File: src/rtl/pacote_controle.sv
// Shared definitions for the multicycle control unit: opcodes, state encoding
// and the decode table that yields the static datapath selects.
package pacote_controle;

  localparam int LARG_ESPERA = 4;

  localparam logic [5:0] OP_R       = 6'b000000;
  localparam logic [5:0] OP_SLL_SRL = 6'b100000;
  localparam logic [5:0] OP_SLA     = 6'b100001;
  localparam logic [5:0] OP_SRA     = 6'b100010;
  localparam logic [5:0] OP_ADDI    = 6'b000001;
  localparam logic [5:0] OP_SUBI    = 6'b000010;
  localparam logic [5:0] OP_LW      = 6'b000011;
  localparam logic [5:0] OP_SW      = 6'b000100;
  localparam logic [5:0] OP_ANDI    = 6'b000101;
  localparam logic [5:0] OP_ORI     = 6'b000110;
  localparam logic [5:0] OP_MOV     = 6'b000111;
  localparam logic [5:0] OP_LUI     = 6'b001000;
  localparam logic [5:0] OP_BEQ     = 6'b001001;
  localparam logic [5:0] OP_BNE     = 6'b001010;
  localparam logic [5:0] OP_SLTI    = 6'b001011;
  localparam logic [5:0] OP_J       = 6'b001100;
  localparam logic [5:0] OP_JR      = 6'b001101;
  localparam logic [5:0] OP_IN      = 6'b001110;
  localparam logic [5:0] OP_OUT     = 6'b001111;
  localparam logic [5:0] OP_NOP     = 6'b010000;
  localparam logic [5:0] OP_HALT    = 6'b010001;
  localparam logic [5:0] OP_JAL     = 6'b010010;

  // ULA_FUNCT tells the ALU to take its operation from the R-type funct field
  localparam logic [3:0] ULA_ADD   = 4'b0000;
  localparam logic [3:0] ULA_SUB   = 4'b0001;
  localparam logic [3:0] ULA_AND   = 4'b0010;
  localparam logic [3:0] ULA_OR    = 4'b0011;
  localparam logic [3:0] ULA_SLT   = 4'b0100;
  localparam logic [3:0] ULA_SHL   = 4'b0101;
  localparam logic [3:0] ULA_SLA   = 4'b0110;
  localparam logic [3:0] ULA_SRA   = 4'b0111;
  localparam logic [3:0] ULA_LUI   = 4'b1000;
  localparam logic [3:0] ULA_FUNCT = 4'b1001;
  localparam logic [3:0] ULA_NOP   = 4'b1111;

  typedef enum logic [2:0] {
    BUSCA      = 3'd0,
    DECODIFICA = 3'd1,
    EXECUTA    = 3'd2,
    MEMORIA    = 3'd3,
    ESCRITA    = 3'd4,
    ESPERA_IN  = 3'd5,
    PARADO     = 3'd6
  } estado_t;

  typedef struct packed {
    logic [3:0] opula;
    logic       origula;
    logic       opshamt;
    logic       opmov;
    logic       reglei2;
    logic       memparareg;
    logic       jal;
    logic       jr;
  } selecao_t;

  localparam selecao_t SEL_NOP = '{ULA_NOP, 1'b0, 1'b0, 1'b0, 1'b0, 1'b0, 1'b0, 1'b0};

  function automatic selecao_t decodifica(input logic [5:0] op);
    selecao_t s;
    s = SEL_NOP;
    case (op)
      OP_R:       s.opula = ULA_FUNCT;
      OP_SLL_SRL: begin s.opula = ULA_SHL;  s.opshamt = 1'b1; end
      OP_SLA:     begin s.opula = ULA_SLA;  s.opshamt = 1'b1; end
      OP_SRA:     begin s.opula = ULA_SRA;  s.opshamt = 1'b1; end
      OP_ADDI:    begin s.opula = ULA_ADD;  s.origula = 1'b1; end
      OP_SUBI:    begin s.opula = ULA_SUB;  s.origula = 1'b1; end
      OP_LW:      begin s.opula = ULA_ADD;  s.origula = 1'b1; s.memparareg = 1'b1; end
      OP_SW:      begin s.opula = ULA_ADD;  s.origula = 1'b1; s.reglei2 = 1'b1; end
      OP_ANDI:    begin s.opula = ULA_AND;  s.origula = 1'b1; end
      OP_ORI:     begin s.opula = ULA_OR;   s.origula = 1'b1; end
      OP_MOV:     begin s.opula = ULA_ADD;  s.opmov = 1'b1; end
      OP_LUI:     begin s.opula = ULA_LUI;  s.origula = 1'b1; end
      OP_BEQ,
      OP_BNE:     s.opula = ULA_SUB;
      OP_SLTI:    begin s.opula = ULA_SLT;  s.origula = 1'b1; end
      OP_JR:      s.jr = 1'b1;
      OP_JAL:     s.jal = 1'b1;
      default:    ;
    endcase
    return s;
  endfunction

  // True for every opcode that needs the EXECUTA state; nop, halt and unknowns are false
  function automatic logic opcode_executavel(input logic [5:0] op);
    case (op)
      OP_R, OP_SLL_SRL, OP_SLA, OP_SRA, OP_ADDI, OP_SUBI, OP_LW, OP_SW,
      OP_ANDI, OP_ORI, OP_MOV, OP_LUI, OP_BEQ, OP_BNE, OP_SLTI, OP_J,
      OP_JR, OP_IN, OP_OUT, OP_JAL: return 1'b1;
      default:                      return 1'b0;
    endcase
  endfunction

endpackage

File: src/rtl/contador_espera.sv
// Wait-state counter shared by BUSCA and MEMORIA: counts cycles spent in the
// current state and flags the first and the last (LIMITE-th) cycle.
module contador_espera
  import pacote_controle::*;
#(
  parameter int LIMITE = 1
) (
  input  logic clock,
  input  logic reset,
  input  logic limpa,
  output logic primeiro,
  output logic pronto
);

  localparam logic [LARG_ESPERA-1:0] ALVO = LARG_ESPERA'(LIMITE);

  logic [LARG_ESPERA-1:0] contagem;

  always_ff @(posedge clock or posedge reset) begin
    if (reset)      contagem <= '0;
    else if (limpa) contagem <= '0;
    else            contagem <= contagem + 1'b1;
  end

  assign primeiro = (contagem == '0);
  assign pronto   = (contagem == ALVO);

endmodule

File: src/rtl/unidade_controle_multiciclo.sv
// Multicycle control unit: sequences fetch, decode, execute, memory and write-back.
// Define CONTADOR_INSTR_EN to build the retired-instruction counter.
module unidade_controle_multiciclo
  import pacote_controle::*;
#(
  parameter int OPCODE_W = 6,
  parameter int ULAOP_W  = 4,
  parameter int MEM_WAIT = 1
) (
  input  logic                clock,
  input  logic                reset,
  input  logic [OPCODE_W-1:0] opcode,
  input  logic                entrada_pronta,
  input  logic                continuar,
  output logic                EscrevePC,
  output logic                EscreveIR,
  output logic                Jal,
  output logic                Jr,
  output logic                Jump,
  output logic                Branch,
  output logic                BranchNE,
  output logic                MemparaReg,
  output logic                OrigULA,
  output logic                OpShamt,
  output logic                OpMov,
  output logic                RegLei2,
  output logic [ULAOP_W-1:0]  OpULA,
  output logic                EscreveMem,
  output logic                EscreveReg,
  output logic                OpIn,
  output logic                OpOut,
  output logic                OpHalt,
  output logic [2:0]          estado,
  output logic [31:0]         instr_retiradas
);

  estado_t    estado_atual, proximo;
  logic [5:0] op_ir, op_lat;
  selecao_t   sel;
  logic       espera_limpa, espera_primeiro, espera_pronto;

  assign op_ir = 6'(opcode);

  contador_espera #(.LIMITE(MEM_WAIT)) u_espera (
    .clock    (clock),
    .reset    (reset),
    .limpa    (espera_limpa),
    .primeiro (espera_primeiro),
    .pronto   (espera_pronto)
  );

  always_ff @(posedge clock or posedge reset) begin
    if (reset) estado_atual <= BUSCA;
    else       estado_atual <= proximo;
  end

  // The IR may change after decode, so later states work from this copy
  always_ff @(posedge clock or posedge reset) begin
    if (reset)                           op_lat <= OP_NOP;
    else if (estado_atual == DECODIFICA) op_lat <= op_ir;
  end

  always_comb begin
    proximo      = estado_atual;
    sel          = SEL_NOP;
    espera_limpa = 1'b1;
    EscrevePC    = 1'b0;
    EscreveIR    = 1'b0;
    Jump         = 1'b0;
    Branch       = 1'b0;
    BranchNE     = 1'b0;
    EscreveMem   = 1'b0;
    EscreveReg   = 1'b0;
    OpIn         = 1'b0;
    OpOut        = 1'b0;
    OpHalt       = 1'b0;
    case (estado_atual)
      BUSCA: begin
        espera_limpa = espera_pronto;
        if (espera_pronto) begin
          EscreveIR = 1'b1;
          EscrevePC = 1'b1;
          proximo   = DECODIFICA;
        end
      end
      DECODIFICA: begin
        if (op_ir == OP_HALT)              proximo = PARADO;
        else if (opcode_executavel(op_ir)) proximo = EXECUTA;
        else                               proximo = BUSCA;
      end
      EXECUTA: begin
        sel     = decodifica(op_lat);
        proximo = BUSCA;
        case (op_lat)
          OP_BEQ:       Branch = 1'b1;
          OP_BNE:       BranchNE = 1'b1;
          OP_J:         begin Jump = 1'b1; EscrevePC = 1'b1; end
          OP_JR:        EscrevePC = 1'b1;
          OP_JAL:       begin EscrevePC = 1'b1; proximo = ESCRITA; end
          OP_LW, OP_SW: proximo = MEMORIA;
          OP_IN:        proximo = ESPERA_IN;
          OP_OUT:       OpOut = 1'b1;
          default:      proximo = ESCRITA;
        endcase
      end
      MEMORIA: begin
        sel          = decodifica(op_lat);
        espera_limpa = espera_pronto;
        EscreveMem   = (op_lat == OP_SW) && espera_primeiro;
        if (espera_pronto) proximo = (op_lat == OP_SW) ? BUSCA : ESCRITA;
      end
      ESCRITA: begin
        sel        = decodifica(op_lat);
        EscreveReg = 1'b1;
        proximo    = BUSCA;
      end
      ESPERA_IN: begin
        sel  = decodifica(op_lat);
        OpIn = 1'b1;
        if (entrada_pronta) begin
          EscreveReg = 1'b1;
          proximo    = BUSCA;
        end
      end
      PARADO: begin
        OpHalt = 1'b1;
        if (continuar) proximo = BUSCA;
      end
      default: proximo = BUSCA;
    endcase
  end

  assign OpULA      = ULAOP_W'(sel.opula);
  assign OrigULA    = sel.origula;
  assign OpShamt    = sel.opshamt;
  assign OpMov      = sel.opmov;
  assign RegLei2    = sel.reglei2;
  assign MemparaReg = sel.memparareg;
  assign Jal        = sel.jal;
  assign Jr         = sel.jr;
  assign estado     = estado_atual;

`ifdef CONTADOR_INSTR_EN
  logic [31:0] contador_instr;
  logic        retira;

  // Leaving PARADO does not retire anything, so it is excluded here
  assign retira = (proximo == BUSCA) &&
                  (estado_atual inside {DECODIFICA, EXECUTA, MEMORIA, ESCRITA, ESPERA_IN});

  always_ff @(posedge clock or posedge reset) begin
    if (reset)       contador_instr <= '0;
    else if (retira) contador_instr <= contador_instr + 32'd1;
  end

  assign instr_retiradas = contador_instr;
`else
  assign instr_retiradas = 32'd0;
`endif

endmodule
File: config.mk
export PLATFORM = sky130hd
export DESIGN_NAME = unidade_controle_multiciclo
export DESIGN_NICKNAME = d
export VERILOG_FILES = /design/src/rtl/pacote_controle.sv /design/src/rtl/contador_espera.sv /design/src/rtl/unidade_controle_multiciclo.sv
export SDC_FILE = /design/constraint.sdc
export NUM_CORES = 1
export LEC_CHECK = 0
export CAP_MARGIN = 25
export CELL_PAD_IN_SITES_DETAIL_PLACEMENT = 1
export CELL_PAD_IN_SITES_GLOBAL_PLACEMENT = 1
export CORE_MARGIN = 1.5
export CORE_UTILIZATION = 31
export CTS_CLUSTER_DIAMETER = 200
export DETAILED_ROUTE_END_ITERATION = 10
export PLACE_DENSITY = 0.93
export SYNTH_ARGS = -nofsm -noshare
export SYNTH_HDL_FRONTEND = slang
export SYNTH_SLANG_ARGS = --single-unit
File: constraint.sdc
create_clock -name clock -period 2.3 [get_ports clock]
set_clock_uncertainty 0.05 [all_clocks]
set_input_delay 0.23 -clock clock [delete_from_list [all_inputs] [get_ports clock]]
set_output_delay 0.23 -clock clock [all_outputs]
set_load 0.01 [all_outputs]
==> results.md <==
| Group | Quantity | Reported |
| --- | --- | --- |
| floorplan | Width of the die | 70.4 µm |
| setup path | Category of the worst setup path launch point | flip-flop |
| timing | Worst slack on hold paths | 284 ps |
| flow run | Number of maximum-capacitance constraint violations | 0 |
| timing | Min Clock Period, post-route | 2280 ps |
| drt | Via density per instance | 4.86 |
| floorplan | Area of the die | 4960 µm² |
| final layout | Total Nets Final | 226 |
| timing | Headroom to the max-slew limit | 65.3% |
| timing | Final slew viol count | 0 |
| yosys | Proportion of synthesized chip area in sequential cells | 23.2% |
| drt | Amount of wire on met3 after detailed routing | 138 µm |
| timing | Final hold violations | 0 |
| clock tree | Clock tree root buffer cell | sky130_fd_sc_hd__clkbuf_8 |
| grt | Number of antenna violations at the first check in global routing | 0 |
| floorplan | Area of the core | 4350 µm² |
| floorplan | Io pins | 66 |
| setup path | Family with the most delay on the worst path | compound AO/OA/AOI/OAI gates |
| final layout | Area of all sequential standard cells | 333 µm² |
| grt | Number of global-route vias before repair | 1260 |
| power and ir drop | Worst vdd rail ir drop | 557 µV |
| floorplan | Die Height | 70.4 µm |
| place | # port buffers | 33 |
| setup path | Crit-path max FO | 8 |
| setup path | Critical path capture point type | output pin |
| power and ir drop | Power per cell area | 1070 nW/µm² |
| yosys | Number of cells produced by synthesis | 174 |
| drt | Detailed-routing wirelength on met1 | 1530 µm |
| drt | Antenna-violating nets left | 0 |
| yosys | Synthesis warning total | 0 |
| final layout | Final antenna diode count | 0 |
| clock tree | Number of buffers inserted by hold repair at cts | 0 |
| power and ir drop | Cell leakage power | 0.000852 µW |
| setup path | Count of buffering cells on the critical path with inverters included | 2 |
| outcome | Status | complete, no violations |
| yosys | Number of synthesized flops with an enable pin | 0 |
| yosys | Number of storage elements in the synthesis netlist | 13 |
| drt | Wirelength, routed | 3650 µm |
| drt | Total vias in the final route | 1283 |
| hold path | Class of the worst hold path | primary input to async pin |
| setup path | Delay of the slowest cell on the worst path | 480 ps |
| drt | DRC | 0 |
| place | Routability congestion estimate from global placement | 0.791 |
| yosys | Summed instance area of the synthesized netlist | 1410 µm² |
| clock tree | Count of H-tree levels built during CTS | 1 |
| clock tree | TritonCTS clock tree | yes |
| final layout | Layout area overhead | 31.2% |
| place | Half-perimeter wire length of the detailed placement result | 2820 µm |
| clock tree | Inserted Clock Buffers | 3 |
| drt | DRC violation total after the first TritonRoute iteration | 23 |
| drt | First-pass detailed-route iteration total | 4 |
| final layout | Area taken by multi-input logic gates | 953 µm² |
| yosys | Fraction of post-synthesis cell area in the top cell type by area | 21.3% |
| timing | Actual transition at the worst max-transition pin | 520 ps |
| setup path | CP max-delay cell | sky130_fd_sc_hd__clkdlybuf4s50_1 |
| clock tree | Clock transition at the registers of the reported paths | 50 ps |
| timing | Fraction of the cycle the final worst path needs | 99.0% |
| floorplan | Row cnt | 24 |
| clock tree | Clock latency on the worst-skew pair | 240 ps |
| clock tree | TritonCTS Sinks | 13 |
| final layout | Layout cell share with drive strength beyond 1 | 16.0% |
| grt | Maximum number of pins on one net before global-route repair | 18 |
| yosys | Share of synthesized registers carrying an async set or reset | 100% |
| clock tree | Maximum buffer depth of the clock tree | 2 |
| setup path | Worst endpoint required time | 2020 ps |
| timing | Setup-failing EPs final | 0 |
| drt | Top Layer Used | met4 |
| yosys | Largest cells by area after synthesis | sky130_fd_sc_hd__dfrtp_1 (21%), sky130_fd_sc_hd__buf_4 (17%), sky130_fd_sc_hd__nor2_1 (5.1%) |
| setup path | CP arrival | 2000 ps |
| grt | Global route total overflow | 0 |
| setup path | Cell-by-cell trace of the critical path | buf_4 -> a21o_1 -> a21oi_1 -> o21ai_1 -> a31o_2 -> clkdlybuf4s50_1 |
| final layout | Post-Route Utilization | 42.4% |
| setup path | Path type of the worst setup path | flip-flop to output pin |
| final layout | Fillers | 536 |
| yosys | Cell type with the highest aggregate area in the netlist | sky130_fd_sc_hd__dfrtp_1 |
| drt | Met2 routed WL | 1960 µm |
| yosys | Synth Flop Type | sky130_fd_sc_hd__dfrtp_1 |
| yosys | Number of distinct standard cells referenced by the synthesized netlist | 51 |
| grt | First-pass GRT wire length | 5910 µm |
| floorplan | Initial cell density of the core | 32.4% |
| timing | Fmax achieved | 439 MHz |
| drt | WL/cell | 13.8 µm |
| yosys | Synth Area per Inst | 8.10 µm² |
| grt | All-layer global routing usage | 14.4% |
[worst register-to-register path, stage by stage (launching register included)]
cell,delay [ps]
sky130_fd_sc_hd__dfrtp_1,430
sky130_fd_sc_hd__ha_1,220
sky130_fd_sc_hd__nor3b_4,150
sky130_fd_sc_hd__buf_4,140
sky130_fd_sc_hd__or3_1,410
sky130_fd_sc_hd__a21boi_0,220
sky130_fd_sc_hd__a211o_1,130
[final timing paths]
| kind | startpoint | endpoint | slack, ps | depth (start not counted) |
|---|---|---|---|---|
| min in group clock | u_espera.contagem[0]$_DFF_PP0_ | u_espera.contagem[0]$_DFF_PP0_ | 490 | 1 |
| setup reg to reg | u_espera.contagem[0]$_DFF_PP0_ | estado[1]$_DFFE_PP0P_ | 490 | 6 |
| hold reg to reg | u_espera.contagem[0]$_DFF_PP0_ | u_espera.contagem[0]$_DFF_PP0_ | 490 | 1 |
| max in group asynchronous | reset | estado[1]$_DFFE_PP0P_ | 1540 | 2 |
| hold / removal | reset | op_lat[5]$_DFFE_PP0N_ | 280 | 2 |
| setup / recovery | op_lat[1]$_DFFE_PP0N_ | OpULA[1] | 20 | 6 |
[logic make-up (layout without fill, tap and decap cells)]
| group | Yosys count | after routing | synth area share, % |
|---|---|---|---|
| simple gates | 73 | 73 | 31.1 |
| other cells | 1 | 32 | 0.266 |
| xor+xnor | 6 | 6 | 3.73 |
| compound gates | 23 | 23 | 11.5 |
| flops | 13 | 13 | 23.2 |
| mux | 7 | 7 | 5.51 |
| fa+ha+maj | 4 | 4 | 3.38 |
| buf+inv | 47 | 54 | 21.3 |
[sequential cells by signal (all words and copies together) (netlist names)]
| name | count |
|---|---|
| op_lat | 6 |
| u_espera.contagem | 4 |
| estado | 3 |
[cells in the final DEF (no fill, tap or decap), types with 3 or more instances in the layout]
| cell | instances |
|---|---|
| sky130_fd_sc_hd__a21oi_1 | 3 |
| sky130_fd_sc_hd__buf_4 | 13 |
| sky130_fd_sc_hd__clkbuf_8 | 3 |
| sky130_fd_sc_hd__clkdlybuf4s50_1 | 22 |
| sky130_fd_sc_hd__conb_1 | 32 |
| sky130_fd_sc_hd__dfrtp_1 | 7 |
| sky130_fd_sc_hd__dfrtp_2 | 5 |
| sky130_fd_sc_hd__dlygate4sd2_1 | 7 |
| sky130_fd_sc_hd__dlymetal6s2s_1 | 4 |
| sky130_fd_sc_hd__ha_1 | 3 |
| sky130_fd_sc_hd__inv_1 | 3 |
| sky130_fd_sc_hd__mux2_1 | 6 |
| sky130_fd_sc_hd__nand2_1 | 9 |
| sky130_fd_sc_hd__nand2b_1 | 4 |
| sky130_fd_sc_hd__nand3_1 | 4 |
| sky130_fd_sc_hd__nor2_1 | 17 |
| sky130_fd_sc_hd__nor2b_1 | 3 |
| sky130_fd_sc_hd__nor3_1 | 7 |
| sky130_fd_sc_hd__nor3b_1 | 3 |
| sky130_fd_sc_hd__xor2_1 | 4 |
[synthesized netlist by cell type (all sizes together) (2+ instances only)]
cell type and count:
buf 36, nor2 19, dfrtp 12, nand2 9
clkbuf 8, nor3 8, mux2 6, nor3b 5
nand2b 4, nand3 4, o21ai 4, xor2 4
a21oi 3, ha 3, inv 3, nor2b 3
nor4 3, nor4b 3, or3b 3, a21o 2
a31oi 2, and2 2, and3b 2, nand4b 2
o21bai 2, or3 2, xnor2 2
[per-stage QoR]
step | std cells | worst slack, ps | power [µW] | area [µm²] | setup TNS, ps
after floorplan | 205 | 457 | 1290 | 1530 | 0
after global placement | 257 | 146 | 1620 | 1710 | 0
after detailed placement | 257 | 120 | 1670 | 1710 | 0
after CTS | 261 | -48.6 | 1910 | 1770 | -48.6
after global routing | 264 | -45.5 | 2150 | 1850 | -45.5
final | 264 | 23.2 | 1990 | 1850 | 0
[layer usage]
metal  vias to the layer above  GRT usage, %
met3                         2          2.02
li1                        616             -
met1                       632          17.7
met4                         0          2.56
met5                         -             0
met2                        33          26.5
[where the power goes]
group	switching [µW]	internal, µW
sequential	205	336
clock	78.6	122
combinational	622	623
total	905	1080
[cell type report]
type,count,area share (%)
multi-input cells,145,51.6
well taps,52,3.52
flip-flops and latches,13,18.0
repair buffers,47,23.8
clock buffers,4,2.44
inverters,3,0.609
[timing repair]
action,CTS,global route
pin swaps,0,1
setup endpoints to repair,14,8
gates resized for setup,13,13
buffers inserted,0,3
Note: power is estimated with default switching activity, not from simulation.
